### src/rtl/gf_exp_sequencer.sv
// gf_exp_sequencer: computes base^exponent in GF(2^m) by right-to-left
// square-and-multiply, driving an external GF multiplier ALU one
// operation at a time. Field width and reduction polynomial are whatever
// the ALU is already configured for.
//
// state      | meaning
// -----------+----------------------------------------------------------
// S_IDLE     | waiting for start; operands latched on acceptance
// S_MUL_REQ  | issue acc*sq to the ALU (one-cycle enable)
// S_MUL_WAIT | wait for product, then acc := product and shift exponent
// S_SQR_REQ  | issue sq*sq to the ALU (one-cycle enable)
// S_SQR_WAIT | wait for square, then sq := square and pick next bit
// S_FINISH   | publish acc as result, pulse done, drop busy
module gf_exp_sequencer #(
    parameter int DATA_WIDTH = 32,
    parameter int TIMEOUT    = 255
) (
    input  logic                  clk,
    input  logic                  resetn,
    input  logic                  start,
    input  logic [DATA_WIDTH-1:0] base,
    input  logic [31:0]           exponent,
    output logic                  busy,
    output logic                  done,
    output logic                  error,
    output logic [DATA_WIDTH-1:0] result,
    output logic                  alu_op_enable,
    output logic                  alu_red_funct,
    output logic                  alu_carry_option,
    output logic [DATA_WIDTH-1:0] alu_in_a,
    output logic [DATA_WIDTH-1:0] alu_in_b,
    input  logic                  alu_op_finish,
    input  logic [DATA_WIDTH-1:0] alu_out_poly
);

    // Down-counter reload: terminal count 0 is reached after TIMEOUT wait cycles.
    localparam int                TMO_W    = (TIMEOUT < 2) ? 1 : $clog2(TIMEOUT + 1);
    localparam logic [TMO_W-1:0]  TMO_LOAD = TMO_W'(TIMEOUT - 1);
    localparam logic [DATA_WIDTH-1:0] GF_ONE = DATA_WIDTH'(1);

    typedef enum logic [2:0] {
        S_IDLE,
        S_MUL_REQ,
        S_MUL_WAIT,
        S_SQR_REQ,
        S_SQR_WAIT,
        S_FINISH
    } state_t;

    state_t                state_q;
    logic [DATA_WIDTH-1:0] acc_q;
    logic [DATA_WIDTH-1:0] sq_q;
    logic [31:0]           e_q;
    logic [TMO_W-1:0]      tmo_q;
    logic                  busy_q;
    logic                  done_q;
    logic                  error_q;
    logic [DATA_WIDTH-1:0] result_q;
    logic                  alu_op_enable_q;
    logic                  alu_red_funct_q;
    logic                  alu_carry_option_q;
    logic [DATA_WIDTH-1:0] alu_in_a_q;
    logic [DATA_WIDTH-1:0] alu_in_b_q;
    logic [31:0]           e_shr;

    assign e_shr = {1'b0, e_q[31:1]};

    // Sequencer FSM with registered outputs; pulses default low every cycle.
    always_ff @(posedge clk) begin
        if (!resetn) begin
            state_q            <= S_IDLE;
            acc_q              <= '0;
            sq_q               <= '0;
            e_q                <= '0;
            tmo_q              <= '0;
            busy_q             <= 1'b0;
            done_q             <= 1'b0;
            error_q            <= 1'b0;
            result_q           <= '0;
            alu_op_enable_q    <= 1'b0;
            alu_red_funct_q    <= 1'b0;
            alu_carry_option_q <= 1'b0;
            alu_in_a_q         <= '0;
            alu_in_b_q         <= '0;
        end else begin
            done_q             <= 1'b0;
            error_q            <= 1'b0;
            alu_op_enable_q    <= 1'b0;
            alu_red_funct_q    <= 1'b0;
            alu_carry_option_q <= 1'b0;
            case (state_q)
                S_IDLE: begin
                    if (start) begin
                        acc_q  <= GF_ONE;
                        sq_q   <= base;
                        busy_q <= 1'b1;
                        tmo_q  <= '0;
                        if (exponent == 32'd0) begin
                            e_q     <= '0;
                            state_q <= S_FINISH;
                        end else if (exponent[0]) begin
                            e_q     <= exponent;
                            state_q <= S_MUL_REQ;
                        end else begin
                            // Low bit is zero: no multiply, consume it and square first.
                            e_q     <= {1'b0, exponent[31:1]};
                            state_q <= S_SQR_REQ;
                        end
                    end
                end
                S_MUL_REQ: begin
                    alu_op_enable_q <= 1'b1;
                    alu_red_funct_q <= 1'b1;
                    alu_in_a_q      <= acc_q;
                    alu_in_b_q      <= sq_q;
                    tmo_q           <= TMO_LOAD;
                    state_q         <= S_MUL_WAIT;
                end
                S_SQR_REQ: begin
                    alu_op_enable_q <= 1'b1;
                    alu_red_funct_q <= 1'b1;
                    alu_in_a_q      <= sq_q;
                    alu_in_b_q      <= sq_q;
                    tmo_q           <= TMO_LOAD;
                    state_q         <= S_SQR_WAIT;
                end
                S_MUL_WAIT, S_SQR_WAIT: begin
                    if (alu_op_finish) begin
                        if (state_q == S_MUL_WAIT) begin
                            acc_q   <= alu_out_poly;
                            e_q     <= e_shr;
                            state_q <= (e_shr != 32'd0) ? S_SQR_REQ : S_FINISH;
                        end else begin
                            sq_q <= alu_out_poly;
                            // e_q is nonzero here, so a zero low bit implies more bits remain.
                            if (e_q[0]) begin
                                state_q <= S_MUL_REQ;
                            end else begin
                                e_q     <= e_shr;
                                state_q <= S_SQR_REQ;
                            end
                        end
                    end else if (tmo_q == '0) begin
                        error_q <= 1'b1;
                        busy_q  <= 1'b0;
                        state_q <= S_IDLE;
                    end else begin
                        tmo_q <= tmo_q - 1'b1;
                    end
                end
                S_FINISH: begin
                    result_q <= acc_q;
                    done_q   <= 1'b1;
                    busy_q   <= 1'b0;
                    state_q  <= S_IDLE;
                end
                default: begin
                    busy_q  <= 1'b0;
                    state_q <= S_IDLE;
                end
            endcase
        end
    end

    assign busy             = busy_q;
    assign done             = done_q;
    assign error            = error_q;
    assign result           = result_q;
    assign alu_op_enable    = alu_op_enable_q;
    assign alu_red_funct    = alu_red_funct_q;
    assign alu_carry_option = alu_carry_option_q;
    assign alu_in_a         = alu_in_a_q;
    assign alu_in_b         = alu_in_b_q;

endmodule

### config.mk
export PLATFORM = sky130hd
export DESIGN_NAME = gf_exp_sequencer
export DESIGN_NICKNAME = d
export VERILOG_FILES = /design/src/rtl/gf_exp_sequencer.sv
export SDC_FILE = /design/constraint.sdc
export NUM_CORES = 1
export LEC_CHECK = 0
export ABC_AREA = 1
export BUFFER_PORTS_ARGS = -buffer_cell sky130_fd_sc_hd__buf_2
export CAP_MARGIN = 20
export CORE_ASPECT_RATIO = 1.5
export CORE_UTILIZATION = 58
export CTS_CLUSTER_DIAMETER = 150
export DETAILED_ROUTE_END_ITERATION = 8
export PLACE_DENSITY = 0.85
export SLEW_MARGIN = 40
export SYNTH_ARGS = -nofsm -noshare
export SYNTH_HDL_FRONTEND = slang
export SYNTH_SLANG_ARGS = --single-unit
export TNS_END_PERCENT = 30
### constraint.sdc
create_clock -name clk -period 3.3 [get_ports clk]
set_input_delay 0.33 -clock clk [delete_from_list [all_inputs] [get_ports clk]]
set_output_delay 0.33 -clock clk [all_outputs]
set_load 0.1 [all_outputs]
Word-level counts from Yosys, hierarchy flattened

Index checks and enable logic that the tools add are counted.

Register bits after elaboration: 207
Input port bits: 100
Output and inout port bits: 102
Word-level logic and storage cells: 84

Add/subtract/negate cells: 1
Eq/ne operators: 14
Multiplexer cells: 36
Bitwise operators: 3
Reduce and logical (&&, ||, !) cells: 17

Operators by type and width:

| cell                                                                  | count |
|---|---|
| 32-bit 2-to-1 mux                                                     | 12 |
| 32-bit one-hot mux with 2 select lines                                | 4 |
| 32-bit logical NOT                                                    | 1 |
| 32-bit nonzero test                                                   | 1 |
| 8-bit 2-to-1 mux                                                      | 3 |
| 8-bit one-hot mux with 3 select lines                                 | 1 |
| 4-bit AND reduction                                                   | 5 |
| 3-bit 2-to-1 mux                                                      | 6 |
| 2-bit inequality test, second input constant                          | 7 |
| 3-bit one-hot mux with 4 select lines                                 | 1 |
| 8-bit logical NOT                                                     | 1 |
| 8-bit by 1-bit subtractor with 8-bit output, second input constant    | 1 |
| 3-bit by 2-bit equality test with 1-bit output, second input constant | 2 |
| 3-bit equality test, second input constant                            | 2 |
| 1-bit 2-to-1 mux                                                      | 6 |
| 3-bit inequality test, second input constant                          | 2 |
| 2-bit 2-to-1 mux                                                      | 2 |
| 2-bit nonzero test                                                    | 2 |
| 2-bit OR reduction                                                    | 2 |
| 3-bit by 1-bit equality test with 1-bit output, second input constant | 1 |
| 3-bit logical NOT                                                     | 1 |
| 1-bit NOT                                                             | 3 |
| 1-bit one-hot mux with 3 select lines                                 | 1 |
| 3-bit AND reduction                                                   | 1 |
| 3 further kinds                                                       | 3 |

Longest topological paths before layout

Depth after elaboration: 5
Depth in mapped cells: 12
Depth with buffers taken out: 11

Worst setup path before layout

No wires, ideal clock.

Path type: flip-flop to output port
Start point: register alu_red_funct_q, in the netlist alu_red_funct
End point: output port alu_red_funct
Arrival time: 1,356 ps
Data required time: 2,970 ps
Setup slack: 1,614 ps
Cell stages (with the launch flop): 2
Path buffers: 1
Cells stage by stage: dfxtp_1 buf_4

RTL lines:

| item                   | line | text |
|---|---|---|
| from (decl)            | 60   | `logic alu_red_funct_q;` |
| from (signal assigned) | 81   | `alu_red_funct_q <= 1'b0;` |
| from (signal assigned) | 89   | `alu_red_funct_q <= 1'b0;` |
| from (signal assigned) | 113  | `alu_red_funct_q <= 1'b1;` |
| to (decl)              | 28   | `output logic alu_red_funct,` |

No word-level cell between the ends.

Worst setup path after layout

Start point: register state_q[1]
End point: register e_q[23]

Cells in the longest elaborated chain, start to end: 4
Elaborated cells on any way between the ends: 12
Those cells by class: eq/ne (5); mux (3); reduce/logical (4)

Ends and longest elaborated chain:

| item                                                                                    | line    | text |
|---|---|---|
| from (decl)                                                                             | 50      | `state_t state_q;` |
| from (signal assigned)                                                                  | 132     | `state_q <= (e_shr != 32'd0) ? S_SQR_REQ : S_FINISH;` |
| 3-bit by 2-bit equality test with 1-bit output or 3-bit equality test (tied branches)   | 91, 129 |  |
| 2-bit OR reduction or 32-bit 2-to-1 mux (tied branches)                                 | 91, 129 |  |
| 3-bit inequality test (no line) (tied with other cells)                                 | --      |  |
| 4-bit AND reduction (no line) or 32-bit one-hot mux with 2 select lines (tied branches) | --      |  |
| to (signal assigned)                                                                    | 102     | `e_q <= exponent;` |
| to (signal assigned)                                                                    | 131     | `e_q <= e_shr;` |
| to (signal assigned)                                                                    | 139     | `e_q <= e_shr;` |
| to (decl)                                                                               | 53      | `logic [31:0] e_q;` |

Several ways; a longest one is shown, not always the timed one. The select of a mux whose other input is x is not followed.
A chain may end at the register's enable or synchronous reset.

==> flow_summary.yaml <==
placement:
  dp_hpwl_mm: 15.3
  gp_congestion: 0.846
  portBuffers: 200
synthesis:
  ys_seq_area_frac: 0.462
  async_flop_share: 0
  ys_ff_latch: 207
  synth_area_per_cell_sq_um: 7.33
  syn_nets: 1325
  yosys_warnings: 0
  synth_area_sq_um: 8970
  ys.flop_type: "dfxtp_1"
  synthDistinctLibCells: 31
  netlist_instances: 1223
  synth_edf_count: 0
worst_setup_path:
  end_kind: "flop"
  path_cells: "nor2_2 -> nand2_1 -> nand2_4 -> buf_4 -> a21oi_4 -> inv_2 -> nor2_1 -> nor2_1"
  cp_common_cell: "nor2_1"
  cp.arrival_ns: 3.01
  cp_num_buf_inv: 2
  reg2reg_slack_ns: 0.66
  start_kind: "flop"
  path_delay_family: "buffers and inverters"
  cpMaxStageDelayCell: "a21oi_4"
  criticalPathCategory: "reg -> reg"
  crit_fanout: 55
  required_ns: 3.67
  max_stage_delay_ns: 0.67
final_layout:
  final_cell_mix: "o21ai_0 (223), dfxtp_1 (207), a21oi_1 (206)"
  drive_gt1_frac: 0.192
  nets: 1467
  fillCellCount: 1260
  syn_to_final_growth_pct: 17.3
  final_common_cell: "o21ai_0"
clocking:
  clk_latency_ns: 0.48
  postCtsSetupRepairBufs: 0
  cts_resized: 0
  cts_max_level: 1
  root_buffer: "clkbuf_16"
  max-clock-path-buffers: 3
  cts_tree: "yes"
  cts_inserted_buffers: 19
  clk_pin_slew_worst_paths_ns: 0.07
  cts_hold_buf: 0
  cts_sinks: 207
routing:
  drtIter0Drc: 708
  num_vias: 8927
  ant_nets: 0
  wl_per_cell_um: 15.2
  drc: 0
  wirelength_mm: 24.0
  via_per_inst: 5.67
  first_pass_iters: 5
global_route:
  grt_max_degree: 95
  grt_antenna_before_repair: 2
  grt_use_total: 0.289
  grt_pass1_wl_mm: 38.3
  grt_pass1_vias: 8010
  overflow: 0
status:
  status: "finished clean"
timing:
  max_freq_mhz: 378
  finalSetupTns_ns: 0
  hold_ws_ns: 0.113
  tightest_slew_ns: 0.795
  fin_crit_sh: 0.801
  hold_viol: 0
  rsz0062_at_grt: "no"
  finalSetupViolations: 0
  slew_violations: 0
  fin_worst_skew_ns: 0.00751
  fin_crit_ns: 2.64
  max-slew-margin-rel: 0.469
floorplanning:
  core.rowCount: 55
  start_util: 0.595
  die_y_um: 154
  io_pins: 202
  dieWidth_um: 104
  core_area_sq_um: 15100
  die_area_sq_um: 16000
worst_hold_path:
  hold_path_class: "in -> reg"
power:
  p_leak_nw: 4.73
  peakVddDrop_v: 0.000425
  powerDensity_nw_per_um2: 925
run:
  maxCapViolCount: 0
## registers in the layout, indices dropped and copies added (netlist names), 3 cells and up
signal,cells
acc_q,32
alu_in_a,32
alu_in_b,32
e_q,32
result,32
sq_q,32
tmo_q,8
state_q,3
## per-layer routing
layer	part of all wire	vias up	track usage
li1	-	4346	-
met3	0.077	64	0.0514
met1	0.39	4145	0.347
met4	0.034	2	0.111
met5	0.00033	-	0
met2	0.50	370	0.513
## per-stage QoR
| step | power [mW] | utilization | std cells | instance area [sq um] | worst slack (ns) |
|---|---|---|---|---|---|
| 6_report | 9.72 | 0.698 | 1574 | 10500 | 0.656 |
| 5_1_grt | 10.2 | 0.698 | 1573 | 10500 | 0.462 |
| 4_1_cts | 9.71 | 0.698 | 1573 | 10500 | 0.694 |
| 3_5_place_dp | 7.44 | 0.656 | 1543 | 9890 | 0.695 |
| 3_3_place_gp | 7.36 | 0.656 | 1543 | 9880 | 0.788 |
| 2_1_floorplan | 6.73 | - | 1223 | 8970 | 1.61 |
## final cells by class
type,instances,area (sq um),area share
Sequential cell,207,4140,0.394
Multi-Input combinational cell,831,4040,0.384
Timing Repair Buffer,212,1090,0.104
Clock buffer,26,532,0.0506
Inverter,94,358,0.0340
Tap cell,199,249,0.0237
Clock inverter,4,95.1,0.00904
Antenna cell,1,2.50,0.000238
## cell usage after synthesis (7+ instances only)
master / instances / area share
buf_4: 7 / 0.0059
mux2i_1: 30 / 0.033
nor2_1: 120 / 0.050
inv_2: 7 / 0.0029
a21oi_1: 206 / 0.11
inv_1: 85 / 0.036
clkbuf_1: 44 / 0.018
nand2_1: 172 / 0.072
o21ai_0: 223 / 0.12
o21a_1: 8 / 0.0067
buf_2: 31 / 0.017
nand3_1: 42 / 0.023
dfxtp_1: 207 / 0.46
## final timing paths
check | startpoint | to | cells past startpoint
worst min register to register | result[1] | result[1] | 2
worst min-delay path | alu_out_poly[0] | acc_q[0] | 3
worst max register to register | state_q[1] | e_q[23] | 8
worst max-delay path | state_q[1] | e_q[23] | 8
## power breakdown
group	internal, mW	switching (mW)	total [mW]
clock	1.35	0.915	2.27
combinational	0.834	3.08	3.91
sequential	3.13	0.406	3.54
## tightest hold or removal path, cell delays in order
cell and delay, ns:
buf_2 0.09, nor3_1 0.05, nor2_1 0.09
## kinds of logic (layout without fill, tap and decap cells)
group                      count (synthesis)  in the layout  synth area share
other                                      1              2          0.000418
and+or+nand+nor                          354            354             0.161
muxes                                     30             30            0.0335
AOI/OAI and AO/OA                        444            444             0.252
buffers and inverters                    185            336            0.0883
DFF                                      207            207             0.462
adders and majority gates                  2              2           0.00279
Note: power is estimated with default switching activity, not from simulation.
